`config.mk`:
```
export PLATFORM = sky130hd
export DESIGN_NAME = mem_port_arbiter_flat
export DESIGN_NICKNAME = d
export VERILOG_FILES = /design/src/rtl/mem_port_arbiter_pkg.sv /design/src/rtl/mem_port_arbiter_if.sv /design/src/rtl/mem_port_arbiter_starve.sv /design/src/rtl/mem_port_arbiter.sv /design/src/flat_wrapper.sv
export SDC_FILE = /design/constraint.sdc
export NUM_CORES = 1
export LEC_CHECK = 0
export ABC_AREA = 1
export CORE_MARGIN = 3
export CORE_UTILIZATION = 40
export CTS_BUF_LIST = sky130_fd_sc_hd__clkbuf_8 sky130_fd_sc_hd__clkbuf_16
export DETAILED_ROUTE_END_ITERATION = 8
export PLACE_DENSITY = 0.87
export SLEW_MARGIN = 25
export SYNTH_ARGS = -nofsm -noshare
export SYNTH_HDL_FRONTEND = slang
export SYNTH_SLANG_ARGS = --single-unit
export TNS_END_PERCENT = 1
```
`constraint.sdc`:
```
create_clock -name clk -period 2.11 [get_ports clk]
set_input_delay 0.633 -clock clk [delete_from_list [all_inputs] [get_ports clk]]
set_output_delay 0.633 -clock clk [all_outputs]
set_load 0.02 [all_outputs]
```
`src/rtl/mem_port_arbiter_pkg.sv`:
```
// Shared types and defaults for the unified-memory port arbiter.
// State and grant encodings are reused by the hazard unit and the bench.
package mem_port_arbiter_pkg;

   localparam int ADDR_W         = 32;
   localparam int DATA_W         = 16;
   localparam int DEF_MAX_STARVE = 4;

   typedef enum logic [1:0] {
      ST_IDLE    = 2'd0,
      ST_BUSY_IF = 2'd1,
      ST_BUSY_LS = 2'd2,
      ST_RESP    = 2'd3
   } arb_state_e;

   typedef enum logic {
      GNT_IF = 1'b0,
      GNT_LS = 1'b1
   } arb_gnt_e;

   function automatic int starve_width(input int max_starve);
      return $clog2(max_starve + 1);
   endfunction

endpackage

```
`src/rtl/mem_port_arbiter_if.sv`:
```
// Request/response port used for the IF, LS and memory sides of the arbiter.
// The requester owns req/we/addr/wdata; the responder owns ack/rdata.
interface mem_port_arbiter_if
   import mem_port_arbiter_pkg::*;
#(
   parameter int AW = ADDR_W,
   parameter int DW = DATA_W
);
   logic          req;
   logic          we;
   logic [AW-1:0] addr;
   logic [DW-1:0] wdata;
   logic          ack;
   logic [DW-1:0] rdata;

   modport master (output req, we, addr, wdata, input ack, rdata);
   modport slave  (input req, we, addr, wdata, output ack, rdata);
endinterface

```
`src/rtl/mem_port_arbiter_starve.sv`:
```
// Saturating count of LS grants taken while IF was waiting.
// sat_o tells the arbiter IF must win the next contested grant.
module arb_starve_counter
   import mem_port_arbiter_pkg::*;
#(
   parameter int MAX_STARVE = DEF_MAX_STARVE
) (
   input  logic clk,
   input  logic rst,
   input  logic inc_i,
   input  logic clr_i,
   output logic sat_o
);
   localparam int W = starve_width(MAX_STARVE);

   logic [W-1:0] cnt_q;

   assign sat_o = (cnt_q >= W'(MAX_STARVE));

   always_ff @(posedge clk) begin
      if (rst) begin
         cnt_q <= '0;
      end else if (clr_i) begin
         cnt_q <= '0;
      end else if (inc_i && !sat_o) begin
         cnt_q <= cnt_q + 1'b1;
      end
   end
endmodule

```
`src/rtl/mem_port_arbiter.sv`:
```
// Arbitrates the single-port unified memory between instruction fetch and load/store.
// state      | meaning
// ST_IDLE    | no transaction; grant decided here (LS first unless IF is starved)
// ST_BUSY_IF | fetch issued to memory, waiting for mem ack
// ST_BUSY_LS | load/store issued to memory, waiting for mem ack
// ST_RESP    | one-cycle ack to the granted requester, no grant
module mem_port_arbiter
   import mem_port_arbiter_pkg::*;
#(
   parameter int MAX_STARVE = DEF_MAX_STARVE
) (
   input  logic               clk,
   input  logic               rst,
   mem_port_arbiter_if.slave  if_port,
   mem_port_arbiter_if.slave  ls_port,
   mem_port_arbiter_if.master mem_port,
   output logic               if_stall_o,
   output logic               ls_stall_o
);
   arb_state_e        state_q;
   logic              mem_req_q;
   logic              mem_we_q;
   logic [ADDR_W-1:0] mem_addr_q;
   logic [DATA_W-1:0] mem_wdata_q;
   logic              if_ack_q;
   logic              ls_ack_q;
   logic [DATA_W-1:0] if_rdata_q;
   logic [DATA_W-1:0] ls_rdata_q;

   logic     starve_sat;
   logic     starve_inc;
   logic     starve_clr;
   logic     grant_vld;
   arb_gnt_e grant_id;

   always_comb begin
      grant_vld  = 1'b0;
      grant_id   = GNT_IF;
      starve_inc = 1'b0;
      starve_clr = 1'b0;
      if (state_q == ST_IDLE) begin
         if (ls_port.req && (!if_port.req || !starve_sat)) begin
            grant_vld  = 1'b1;
            grant_id   = GNT_LS;
            starve_inc = if_port.req;
         end else if (if_port.req) begin
            grant_vld  = 1'b1;
            grant_id   = GNT_IF;
            starve_clr = 1'b1;
         end
      end
   end

   arb_starve_counter #(.MAX_STARVE(MAX_STARVE)) u_starve (
      .clk   (clk),
      .rst   (rst),
      .inc_i (starve_inc),
      .clr_i (starve_clr),
      .sat_o (starve_sat)
   );

   always_ff @(posedge clk) begin
      if (rst) begin
         state_q     <= ST_IDLE;
         mem_req_q   <= 1'b0;
         mem_we_q    <= 1'b0;
         mem_addr_q  <= '0;
         mem_wdata_q <= '0;
         if_ack_q    <= 1'b0;
         ls_ack_q    <= 1'b0;
         if_rdata_q  <= '0;
         ls_rdata_q  <= '0;
      end else begin
         case (state_q)
            ST_IDLE: begin
               if (grant_vld) begin
                  mem_req_q <= 1'b1;
                  if (grant_id == GNT_LS) begin
                     state_q     <= ST_BUSY_LS;
                     mem_we_q    <= ls_port.we;
                     mem_addr_q  <= ls_port.addr;
                     mem_wdata_q <= ls_port.wdata;
                  end else begin
                     state_q     <= ST_BUSY_IF;
                     mem_we_q    <= 1'b0;
                     mem_addr_q  <= if_port.addr;
                     mem_wdata_q <= '0;
                  end
               end
            end
            ST_BUSY_IF: begin
               if (mem_port.ack) begin
                  if_rdata_q <= mem_port.rdata;
                  if_ack_q   <= 1'b1;
                  mem_req_q  <= 1'b0;
                  state_q    <= ST_RESP;
               end
            end
            ST_BUSY_LS: begin
               if (mem_port.ack) begin
                  // writes leave the last loaded word visible
                  if (!mem_we_q) ls_rdata_q <= mem_port.rdata;
                  ls_ack_q  <= 1'b1;
                  mem_req_q <= 1'b0;
                  state_q   <= ST_RESP;
               end
            end
            ST_RESP: begin
               if_ack_q <= 1'b0;
               ls_ack_q <= 1'b0;
               state_q  <= ST_IDLE;
            end
            default: state_q <= ST_IDLE;
         endcase
      end
   end

   assign mem_port.req   = mem_req_q;
   assign mem_port.we    = mem_we_q;
   assign mem_port.addr  = mem_addr_q;
   assign mem_port.wdata = mem_wdata_q;
   assign if_port.ack    = if_ack_q;
   assign if_port.rdata  = if_rdata_q;
   assign ls_port.ack    = ls_ack_q;
   assign ls_port.rdata  = ls_rdata_q;

   assign if_stall_o = if_port.req & ~if_ack_q;
   assign ls_stall_o = ls_port.req & ~ls_ack_q;
endmodule
```
`src/flat_wrapper.sv`:
```
// flat-port wrapper written by rule: the top's interface ports become plain ports
module mem_port_arbiter_flat import mem_port_arbiter_pkg::*;
#(
   parameter int MAX_STARVE = DEF_MAX_STARVE
)
  (clk, rst, if_stall_o, ls_stall_o, if_port_req, if_port_we, if_port_addr, if_port_wdata, if_port_ack, if_port_rdata, ls_port_req, ls_port_we, ls_port_addr, ls_port_wdata, ls_port_ack, ls_port_rdata, mem_port_req, mem_port_we, mem_port_addr, mem_port_wdata, mem_port_ack, mem_port_rdata);
  mem_port_arbiter_if if_port_i ();
  mem_port_arbiter_if ls_port_i ();
  mem_port_arbiter_if mem_port_i ();
  input  logic clk;
  input  logic rst;
  output logic if_stall_o;
  output logic ls_stall_o;
  input wire logic [$bits(if_port_i.req)-1:0] if_port_req;
  input wire logic [$bits(if_port_i.we)-1:0] if_port_we;
  input wire logic [$bits(if_port_i.addr)-1:0] if_port_addr;
  input wire logic [$bits(if_port_i.wdata)-1:0] if_port_wdata;
  output wire logic [$bits(if_port_i.ack)-1:0] if_port_ack;
  output wire logic [$bits(if_port_i.rdata)-1:0] if_port_rdata;
  input wire logic [$bits(ls_port_i.req)-1:0] ls_port_req;
  input wire logic [$bits(ls_port_i.we)-1:0] ls_port_we;
  input wire logic [$bits(ls_port_i.addr)-1:0] ls_port_addr;
  input wire logic [$bits(ls_port_i.wdata)-1:0] ls_port_wdata;
  output wire logic [$bits(ls_port_i.ack)-1:0] ls_port_ack;
  output wire logic [$bits(ls_port_i.rdata)-1:0] ls_port_rdata;
  output wire logic [$bits(mem_port_i.req)-1:0] mem_port_req;
  output wire logic [$bits(mem_port_i.we)-1:0] mem_port_we;
  output wire logic [$bits(mem_port_i.addr)-1:0] mem_port_addr;
  output wire logic [$bits(mem_port_i.wdata)-1:0] mem_port_wdata;
  input wire logic [$bits(mem_port_i.ack)-1:0] mem_port_ack;
  input wire logic [$bits(mem_port_i.rdata)-1:0] mem_port_rdata;
  assign if_port_i.req = if_port_req;
  assign if_port_i.we = if_port_we;
  assign if_port_i.addr = if_port_addr;
  assign if_port_i.wdata = if_port_wdata;
  assign if_port_ack = if_port_i.ack;
  assign if_port_rdata = if_port_i.rdata;
  assign ls_port_i.req = ls_port_req;
  assign ls_port_i.we = ls_port_we;
  assign ls_port_i.addr = ls_port_addr;
  assign ls_port_i.wdata = ls_port_wdata;
  assign ls_port_ack = ls_port_i.ack;
  assign ls_port_rdata = ls_port_i.rdata;
  assign mem_port_req = mem_port_i.req;
  assign mem_port_we = mem_port_i.we;
  assign mem_port_addr = mem_port_i.addr;
  assign mem_port_wdata = mem_port_i.wdata;
  assign mem_port_i.ack = mem_port_ack;
  assign mem_port_i.rdata = mem_port_rdata;
  mem_port_arbiter #(.MAX_STARVE(MAX_STARVE)) u_core (.clk(clk), .rst(rst), .if_port(if_port_i), .ls_port(ls_port_i), .mem_port(mem_port_i), .if_stall_o(if_stall_o), .ls_stall_o(ls_stall_o));
endmodule
```
# Word-level counts from Yosys, hierarchy flattened
# Cells that the tools add are included.
# classes
n_addsub	1
magnitude_cmp	1
n_eq_ne	7
muxes	22
bitwise	5
reduce_logical	18
# op_table
operator	count
2-to-1 mux 32 bit	1
2-to-1 mux 16 bit	1
2-to-1 mux 1 bit	13
AND reduction 2 bit	5
2-to-1 mux 2 bit	3
one-hot mux 1 bit (2 select lines)	3
one-hot mux 2 bit (3 select lines)	1
AND reduction 3 bit	2
nonzero test 2 bit	3
== test 2 bit (second input constant)	2
inequality test 2 x 1 -> 1 bit (second input constant)	2
inequality test 2 bit (second input constant)	2
OR reduction 2 bit	2
adder 3 x 1 -> 3 bit (second input constant)	1
greater-or-equal comparator 3 bit (second input constant)	1
inverter 1 bit	3
AND 1 bit	2
== test 2 x 1 -> 1 bit (second input constant)	1
logical AND 1 bit	2
zero test 1 bit	2
zero test 2 bit	1
logical OR 1 bit	1
# totals
regBits	89
in_bits	119
out_inout_bits	86
wordCells	64

# Logic depth before layout (Yosys ltp)
# depth
ltp_word	9
depth_mapped	10
mapped_depth_nobuf	9

# Hierarchy
# A second synthesis with hierarchy kept.
# unflattened
cells_unflattened	530
hier_area_um2	3816.2
# by_module_without_submodules
module	instances	cells_per_inst	area_per_inst_um2	seq_area_each_um2
mem_port_arbiter	1	505	3651.0	1721.7
arb_starve_counter	1	25	165.2	60.1

# Least setup slack after synthesis
# Ideal clock, no wire load.
# synth_path
path_kind	input-to-output
from	in ls_port_req
to	out ls_stall_o
t_arrival_ns	0.943
required_time_ns	1.477
path_slack_ns	0.534
stages	2
path_buffers	0
cell_sequence	inv_1 -> nor2_1
# synth_between
elab_chain_cells	1
# synth_lines
item	line	source
start, declared	flat_wrapper.sv:20	input wire logic [$bits(ls_port_i.req)-1:0] ls_port_req;
AND 1 bit	mem_port_arbiter.sv:128	assign ls_stall_o = ls_port.req & ~ls_ack_q;
end, declared	flat_wrapper.sv:13	output logic ls_stall_o;
# No other way between the ends.

# Worst setup path after layout
# layout_path
from	reg u_core.mem_we_q (netlist: u_core.mem_port.we)
to	out mem_port_we
# layout_lines
item	line	source
start, declared	mem_port_arbiter.sv:22	logic mem_we_q;
start signal, assigned	mem_port_arbiter.sv:80	mem_we_q <= ls_port.we;
end, declared	flat_wrapper.sv:27	output wire logic [$bits(mem_port_i.we)-1:0] mem_port_we;
# No word-level cell between the ends.

==> metrics.csv <==
stage,metric,value,unit
run_status,status,finished clean,
clocking,Worst-path clk slew,0.09,ns
worst_setup_path,CP Max Fanout,3,
sta,period utilization,94.5,%
worst_setup_path,slowest library cell on the worst path,clkdlybuf4s50_1,
clocking,clk root buf,clkbuf_8,
worst_setup_path,WP data arrival,1.36,ns
global_route,remaining global-route overflow,0,
worst_setup_path,worst r2r src,u_core.state_q[1],
die,Initial Utilization,41.7,%
sta,RSZ-0062 raised after global routing,false,
sta,Clock Skew,0.0143,ns
global_route,initial antenna violation count,0,
placed_design,port bufs,187,
sta,max-slew violations,0,
cells_and_area,Antenna diodes,0,
clocking,worst-skew pair later-pin latency,0.35,ns
synth,Synth Instances,535,
clocking,Num CTS Buffers,9,
detailed_routing,total iterations of the first detailed-routing run,4,
worst_setup_path,R2R depth,8,
synth,"flops & latches, synth",89,
detailed_routing,DRT Wirelength,12.0,mm
die,Die W,105,um
clocking,maximum buffer depth of the clock tree,2,
clocking,CTS tree,yes,
detailed_routing,initial DRC count,164,
clocking,H-Tree Depth,3,
clocking,Post-CTS Setup Bufs,0,
worst_setup_path,WS Path Type,reg -> out,
sta,final setup vio count,0,
clocking,clock sink total,89,
synth,post-synth cell types,23,
synth,"Seq/Total Area, Yosys",45.6,%
synth,Post-Syn Area,3900,sq um
die,Placement Rows,35,
global_route,vias in the first global route,4154,
worst_setup_path,Max stage delay on crit path,0.63,ns
synth,Syn Area/Cell,7.30,sq um
cells_and_area,Finished Core Util,66.0,%
worst_setup_path,"Req. time, crit path",1.48,ns
synth,"top cells by area, synth","dfxtp_1 (46%), nand3_1 (17%), nor2_1 (7.4%)",
detailed_routing,Avg WL per Cell,14.1,um
worst_setup_path,critical path capture point type,primary output,
hold_path,Tightest Hold Check Type,reg -> reg,
detailed_routing,detailed-route via count,4217,
cells_and_area,share of cells above drive strength 1,6.35,%
placed_design,GPL Wtd Cong,0.867,
placed_design,Placed Cells,837,
sta,Fmax achieved,501,MHz
hold_path,Min-Delay Endpoint,u_core.ls_port.ack,
placed_design,Placed Area,5980,sq um
cells_and_area,P&R area growth vs syn,58.4,%
hold_path,hold depth,2,
synth,post-synth top area share,45.6,%
die,Die Ht,105,um
sta,Slew @ Worst Pin,0.509,ns
sta,Final Critical Period,1.99,ns
sta,worst rel slew slack,66.0,%
detailed_routing,Antenna Nets Post-Route,0,
pwr,power density cells,1130,nW/um^2
die,Core ar.,9370,sq um
sta,"Hold Violations, Final",0,
global_route,largest net degree at the start of global routing,50,
synth,Yosys top cell by area,dfxtp_1,
synth,Yosys Warn Count,0,
worst_setup_path,"CP delay by family, top",buffers and inverters,
worst_setup_path,r2r setup slk,0.44,ns
placed_design,DP HPWL,9.05,mm
detailed_routing,Remaining DRCs,0,
die,# IOs,205,
clocking,hold_buf cts,0,
pwr,Pleak,0.00271,uW
pwr,Worst IR Drop VDD,0.716,mV
worst_setup_path,crit path cell chain,clkdlybuf4s50_1,
synth,post-synth net total,661,
worst_setup_path,CP Launch Type,flip-flop,
run,# Max-Cap Violations,0,
worst_setup_path,worst r2r dst,u_core.mem_port.addr[14],
hold_path,HP Start,u_core.ls_port.ack,
cells_and_area,Finished Cell Area,6180,sq um
detailed_routing,Vias per Instance,4.94,
cells_and_area,Final Non-Filler Cells,853,
worst_setup_path,Worst Path Buf+Inv,1,
global_route,first-pass GRT wire length,19.7,mm
worst_setup_path,WP depth,1,
global_route,GRT Total Usage,21.4,%
cells_and_area,final net count,845,
die,Die Area,11000,sq um
[worst reg2reg max path: cells and delay by family, from the launching register on]
kind	cells	cell delay, ns
simple gates	4	0.59
flops	1	0.40
fa+ha+maj	1	0.25
buf+inv	3	0.34
[through the flow]
stage | hold WS [ns] | power [uW] | worst slack (ns) | setup TNS, ns
3_5_place_dp | 0.470 | 5840 | -0.402 | -1.56
4_1_cts | 0.485 | 7030 | 0.0307 | 0
6_report | 0.490 | 6970 | 0.116 | 0
2_1_floorplan | 0.444 | 4340 | 0.534 | 0
3_3_place_gp | 0.464 | 5710 | -0.371 | -0.736
5_1_grt | 0.508 | 7450 | 0.0598 | 0
[power breakdown]
group / switching (uW) / internal (uW) / total (uW)
logic: 1870 / 1600 / 3470
clock network: 621 / 555 / 1180
registers: 216 / 2110 / 2330
total: 2700 / 4270 / 6970
[state kept, by name, indices dropped and copies added (netlist names)]
signal and flops:
u_core.mem_port.addr 32, u_core.if_port.rdata 16, u_core.ls_port.rdata 16, u_core.mem_port.wdata 16, u_core.u_starve.cnt_q 3, u_core.state_q 2
u_core.if_port.ack 1, u_core.ls_port.ack 1, u_core.mem_port.req 1, u_core.mem_port.we 1
[worst max-delay path by stage]
stage	end	startpoint
final	mem_port_we	u_core.mem_port.we
after global routing	mem_port_we	u_core.mem_port.we
after CTS	ls_stall_o	ls_port_req
after detailed placement	ls_stall_o	ls_port_req
after global placement	if_stall_o	if_port_req
after floorplan	ls_stall_o	ls_port_req
[cells in the mapped netlist]
cell type,n
a211oi_1,1
a21oi_1,24
buf_2,14
buf_4,2
buf_6,3
clkbuf_1,17
clkinv_1,1
dfxtp_1,89
ha_1,7
inv_1,47
inv_2,1
nand2_1,48
nand2_2,1
nand2_4,1
nand3_1,133
nor2_1,77
nor2_2,1
o21ai_0,34
o21ai_1,1
o22ai_1,1
or2_0,2
or2_1,28
or2_2,2
[layer usage]
metal	global-route usage (%)	routed length, um	up-vias
li1	-	-	2105
met1	24.1	4720	1940
met2	39.6	6300	153
met3	5.25	782	19
met4	6.28	213	0
met5	0	0	-
[placed cells by master (no fill, tap or decap), drive strengths merged]
cell type,count
nor2,78
clkinv,4
inv,48
dfxtp,89
clkbuf,9
clkdlybuf4s50,183
dlymetal6s2s,2
a21oi,24
nand2,50
bufinv,1
nand3,133
buf,24
o22ai,1
o21ai,35
ha,7
a211oi,1
clkinvlp,3
or2,32
[cells by family after synthesis]
family	Yosys count	share of synthesized area (%)
buf+inv	85	9.39
fa+ha+maj	7	2.24
compound gates	61	7.92
flops	89	45.6
simple gates	293	34.8
[area by class of cell]
type                            count  area, sq um
Clock buffer                        9          124
Clock inverter                      7         78.8
Fill cell                         800         3190
Inverter                           49          184
Multi-Input combinational cell    361         1760
Sequential cell                    89         1780
Tap cell                          129          161
Timing Repair Buffer              209         2100
[repair_timing]
item | CTS | global route
gates cloned | 0 | 0
gates resized for setup | 8 | 4
endpoints found under the setup margin | 2 | 2
pin swaps | 0 | 0
Note: power is estimated with default switching activity, not from simulation.
